File: src/rtl/id_ex_reg.sv
// id_ex_reg: decode/execute pipeline register.
// Captures decode-stage controls, operands, immediate and destination each
// clock edge, with stall (hold), flush (bubble) and a saturating count of
// inserted bubbles.
// Optional feature: define COND_EXEC_EN to squash instructions whose
// condition field fails against the current NZCV flags.
module id_ex_reg #(
    parameter int DATA_W = 32,
    parameter int ADDR_W = 4,
    parameter int CNT_W  = 8
) (
    input  logic              clk,
    input  logic              reset,
    input  logic              stall,
    input  logic              flush,
    input  logic              valid_in,
    input  logic              reg_write_enable_in,
    input  logic              mem_write_enable_in,
    input  logic              mem_to_reg_select_in,
    input  logic              alu_src_select_in,
    input  logic [1:0]        alu_control_in,
    input  logic              status_bits_in,
    input  logic [DATA_W-1:0] rn_data_in,
    input  logic [DATA_W-1:0] rm_data_in,
    input  logic [DATA_W-1:0] imm_in,
    input  logic [ADDR_W-1:0] rd_addr_in,
    input  logic [3:0]        cond_in,
    input  logic [3:0]        flags_in,
    output logic              reg_write_enable_out,
    output logic              mem_write_enable_out,
    output logic              mem_to_reg_select_out,
    output logic              alu_src_select_out,
    output logic [1:0]        alu_control_out,
    output logic              status_bits_out,
    output logic [DATA_W-1:0] rn_data_out,
    output logic [DATA_W-1:0] rm_data_out,
    output logic [DATA_W-1:0] imm_out,
    output logic [ADDR_W-1:0] rd_addr_out,
    output logic              valid_out,
    output logic              cond_fail_out,
    output logic [CNT_W-1:0]  bubble_cnt_out
);

    logic             cond_pass;
    logic             load_ok;
    logic [CNT_W-1:0] bubble_cnt_inc;

`ifdef COND_EXEC_EN
    logic flag_n, flag_z, flag_c, flag_v;
    assign {flag_n, flag_z, flag_c, flag_v} = flags_in;

    // Evaluate the instruction condition field against the NZCV flags
    always_comb begin
        cond_pass = 1'b0;
        case (cond_in)
            4'b0000: cond_pass = flag_z;
            4'b0001: cond_pass = !flag_z;
            4'b0010: cond_pass = flag_c;
            4'b0011: cond_pass = !flag_c;
            4'b0100: cond_pass = flag_n;
            4'b0101: cond_pass = !flag_n;
            4'b0110: cond_pass = flag_v;
            4'b0111: cond_pass = !flag_v;
            4'b1000: cond_pass = flag_c && !flag_z;
            4'b1001: cond_pass = !flag_c || flag_z;
            4'b1010: cond_pass = (flag_n == flag_v);
            4'b1011: cond_pass = (flag_n != flag_v);
            4'b1100: cond_pass = !flag_z && (flag_n == flag_v);
            4'b1101: cond_pass = flag_z || (flag_n != flag_v);
            4'b1110: cond_pass = 1'b1;
            default: cond_pass = 1'b0;
        endcase
    end
`else
    logic unused_cond;
    assign unused_cond = ^{cond_in, flags_in};
    assign cond_pass   = 1'b1;
`endif

    // A load carries a real instruction only when decode marked it valid
    // and (if enabled) its condition passed; otherwise it becomes a bubble
    always_comb begin
        load_ok        = valid_in && cond_pass;
        bubble_cnt_inc = (&bubble_cnt_out) ? bubble_cnt_out
                                           : bubble_cnt_out + 1'b1;
    end

    // Pipeline register: reset > flush > stall > load
    always_ff @(posedge clk) begin
        if (!reset) begin
            reg_write_enable_out  <= 1'b0;
            mem_write_enable_out  <= 1'b0;
            mem_to_reg_select_out <= 1'b0;
            alu_src_select_out    <= 1'b0;
            alu_control_out       <= '0;
            status_bits_out       <= 1'b0;
            rn_data_out           <= '0;
            rm_data_out           <= '0;
            imm_out               <= '0;
            rd_addr_out           <= '0;
            valid_out             <= 1'b0;
            cond_fail_out         <= 1'b0;
            bubble_cnt_out        <= '0;
        end else if (flush) begin
            reg_write_enable_out  <= 1'b0;
            mem_write_enable_out  <= 1'b0;
            mem_to_reg_select_out <= 1'b0;
            alu_src_select_out    <= 1'b0;
            alu_control_out       <= '0;
            status_bits_out       <= 1'b0;
            rn_data_out           <= '0;
            rm_data_out           <= '0;
            imm_out               <= '0;
            rd_addr_out           <= '0;
            valid_out             <= 1'b0;
            cond_fail_out         <= 1'b0;
            bubble_cnt_out        <= bubble_cnt_inc;
        end else if (!stall) begin
            reg_write_enable_out  <= load_ok && reg_write_enable_in;
            mem_write_enable_out  <= load_ok && mem_write_enable_in;
            mem_to_reg_select_out <= load_ok && mem_to_reg_select_in;
            alu_src_select_out    <= load_ok && alu_src_select_in;
            alu_control_out       <= load_ok ? alu_control_in : 2'b00;
            status_bits_out       <= load_ok && status_bits_in;
            rn_data_out           <= rn_data_in;
            rm_data_out           <= rm_data_in;
            imm_out               <= imm_in;
            rd_addr_out           <= rd_addr_in;
            valid_out             <= load_ok;
            cond_fail_out         <= valid_in && !cond_pass;
            if (!load_ok) begin
                bubble_cnt_out <= bubble_cnt_inc;
            end
        end
    end

endmodule

File: config.mk
export PLATFORM = sky130hd
export DESIGN_NAME = id_ex_reg
export DESIGN_NICKNAME = d
export VERILOG_FILES = /design/src/rtl/id_ex_reg.sv
export SDC_FILE = /design/constraint.sdc
export NUM_CORES = 1
export LEC_CHECK = 0
export ABC_AREA = 1
export CAP_MARGIN = 40
export CORE_MARGIN = 5
export CORE_UTILIZATION = 40
export CTS_BUF_LIST = sky130_fd_sc_hd__clkbuf_4
export DETAILED_ROUTE_END_ITERATION = 8
export GPL_TIMING_DRIVEN = 0
export PLACE_DENSITY = 0.83
export SLEW_MARGIN = 25
export SYNTH_ARGS = -nofsm -noshare
export SYNTH_HDL_FRONTEND = slang
export SYNTH_SLANG_ARGS = --single-unit
File: constraint.sdc
create_clock -name clk -period 1.35 [get_ports clk]
set_input_delay 0.27 -clock clk [delete_from_list [all_inputs] [get_ports clk]]
set_output_delay 0.27 -clock clk [all_outputs]
set_load 0.02 [all_outputs]
==> impl_metrics.yaml <==
route:
  wl_um: 13900
  drtIter0Drc: 302
  vias: 4488
  drc: 0
  dr.pass1.iters: 4
  drtAntennaViolNets: 0
  avgViaCountPerCell: 4.82
  post_drt_wl_per_cell_um: 14.9
yosys:
  syn_inst: 537
  synth_nets: 658
  ys_ff_latch: 116
  ys_types: 24
  syn_area_um2: 4270
  synth_edf_count: 0
  synth_top_area_frac: 0.544
  synthArstFlopShare: 0
  yosys_warnings: 0
  yosysSeqAreaShare: 0.544
  synthFlopType: "dfxtp_1"
  synth_top_area_cell: "dfxtp_1"
  syn_area_per_cell_um2: 7.94
  yosys-top-cells-area: "dfxtp_1 54%, nand2_1 20%, a21oi_1 11%"
place:
  dpl.hpwl_um: 10700
  gp_congestion: 0.864
  portBuffers: 227
  postPlaceCellArea_um2: 6710
  post-place-cells: 900
cells_and_area:
  multi_input_area_um2: 1720
  insertedDiodeCount: 0
  design_area_um2: 6740
  fill_cells: 914
  fin_nets: 907
  drive_gt1_frac: 0.314
  stdcell_count: 932
  ff_latch_area_um2: 2390
  syn_to_final_growth_pct: 58.0
  utilization: 0.650
timing:
  hold_viol_final: 0
  slew_headroom: 0.654
  fmax_mhz: 775
  hold_slack_ps: 313
  setup_viol: 0
  rsz0062_at_grt: "yes"
  worst_pin_slew_ps: 519
  min_period_over_period: 0.956
  finalClockSkew_ps: 5.00
  maxSlewViolCount: 0
  min_period_ps: 1290
floorplanning:
  die_h_um: 113
  die_area_um2: 12800
  die_w_um: 113
  ioPinCount: 237
  core_area_um2: 10400
  num_rows: 37
  start_util: 0.411
setup_path:
  r2r_cells: 9
  cp.required_ps: 1770
  cp-end-kind: "flip-flop"
  critPathKind: "flip-flop to flip-flop"
  crit_fanout: 6
  startpoint_type: "flip-flop"
  arrival_ps: 1710
clock_network:
  insertion_delay_ps: 490
  clock_sinks: 116
  cts_tree: "done"
  path_clk_slew_ps: 100
  cts-htree-levels: 4
  cts_root_buffer: "clkbuf_4"
  numCtsBuffers: 17
  holdBufCountCts: 0
  clock_path_buffers: 2
flow_run:
  cap_viol_max_count: 0
power_and_ir_drop:
  peakVddDrop_uv: 663
  power_density_nw_per_um2: 1030
  p_leak_nw: 2.88
grt:
  grt-ovfl-total: 0
  grt_pass1_vias: 4350
  grt_max_degree: 17
  grt_pass1_wl_um: 21400
  antenna_found_initial: 0
  grt.total_usage: 0.210
worst_hold_path:
  hold_depth: 3
  hold_class: "primary input to flip-flop"
status:
  outcome: "complete, no violations"
==> kinds of logic after synthesis <==
family / count (synthesis) / synth area share
adder cells (fa/ha/maj): 1 / 0.00293
flip-flops: 116 / 0.544
AND/OR/NAND/NOR: 259 / 0.239
buffers and inverters: 44 / 0.0551
XOR/XNOR: 3 / 0.00616
other: 1 / 0.000879
AO/OA/AOI/OAI: 113 / 0.151
==> metrics by stage <==
step                      TNS [ps]  worst slack, ps  total power, mW
after global routing         -53.4            -18.0             7.28
after floorplan                  0             74.4             4.12
final                            0             59.9             6.94
after detailed placement    -40930             -521             4.77
after global placement      -40830             -507             4.74
after CTS                        0            0.332             6.97
==> report_power, final <==
part | total (mW) | internal (mW) | switching, mW
clock | 2.29 | 1.13 | 1.16
combinational | 1.06 | 0.539 | 0.519
sequential | 3.59 | 3.52 | 0.0667
total | 6.94 | 5.19 | 1.75
==> path summary, 6_finish.rpt <==
kind | end | start | slack, ps
max | bubble_cnt_out[0]$_SDFFE_PN0P_ | bubble_cnt_out[0]$_SDFFE_PN0P_ | 60
min | imm_out[28]$_SDFFE_PP0N_ | imm_in[28] | 310
max reg2reg | bubble_cnt_out[0]$_SDFFE_PN0P_ | bubble_cnt_out[0]$_SDFFE_PN0P_ | 60
min reg2reg | rn_data_out[9]$_SDFFE_PP0N_ | rn_data_out[9]$_SDFFE_PP0N_ | 470
==> cells in the final DEF (no fill, tap or decap) <==
master | synthesis | routed
clkbuf_1 | 5 | 5
o21ai_0 | 1 | 1
clkinv_2 | 0 | 4
inv_1 | 7 | 7
inv_2 | 1 | 1
nor2_4 | 1 | 1
nand3_1 | 5 | 5
buf_4 | 8 | 102
dfxtp_2 | 0 | 35
buf_1 | 3 | 1
clkdlybuf4s50_1 | 0 | 111
a21oi_2 | 20 | 21
clkbuf_4 | 0 | 21
nand2_4 | 2 | 2
nand2_2 | 3 | 3
clkbuf_2 | 0 | 2
bufinv_16 | 0 | 2
xor2_1 | 3 | 3
dfxtp_4 | 0 | 6
dfxtp_1 | 116 | 75
nand4_1 | 2 | 2
nand2_1 | 230 | 230
buf_2 | 16 | 36
clkinv_1 | 0 | 2
conb_1 | 1 | 1
o21ai_2 | 1 | 1
a21oi_1 | 91 | 90
inv_4 | 2 | 2
nor2_1 | 13 | 13
ha_4 | 0 | 1
buf_6 | 2 | 7
nor2_2 | 3 | 3
==> worst max-delay path, cell delays in order (launching register included) <==
cell and delay, ps:
dfxtp_4 400, ha_4 160, nand2_2 80, nor2_4 130
nand2_4 90, nand2_4 110, inv_4 60, nand2_2 50
nand2_1 50, nor2_1 110
==> metal layers <==
metal  part of all wire  GRT usage  vias up
li1                   -          -     2209
met1               0.37      0.221     2073
met2               0.52      0.368      176
met3              0.089     0.0840       30
met4              0.029     0.0962        0
met5                  0          0        -
==> cell usage after synthesis (3+ instances only) <==
master	count
a21oi_2	20
buf_1	3
buf_4	8
nand3_1	5
xor2_1	3
nand2_1	230
clkbuf_1	5
nor2_1	13
a21oi_1	91
buf_2	16
dfxtp_1	116
nor2_2	3
nand2_2	3
inv_1	7
==> repair_timing <==
action                     CTS  global route
setup buffers                0             3
setup endpoints to repair  116           117
resized for setup          490           131
==> cell type report <==
| type | count | area share |
|---|---|---|
| clock buffers | 21 | 0.0234 |
| well taps | 136 | 0.0253 |
| clock inverters | 8 | 0.0130 |
| flip-flops and latches | 116 | 0.354 |
| plain buffers | 34 | 0.0290 |
| inverters | 10 | 0.00631 |
| multi-input cells | 377 | 0.256 |
| repair buffers | 230 | 0.293 |
==> state kept, by name, indices dropped and copies added (netlist names), 2 cells and up <==
name,cells
alu_control_out,2
rd_addr_out,4
rm_data_out,32
imm_out,32
rn_data_out,32
bubble_cnt_out,8
Note: power is estimated with default switching activity, not from simulation.
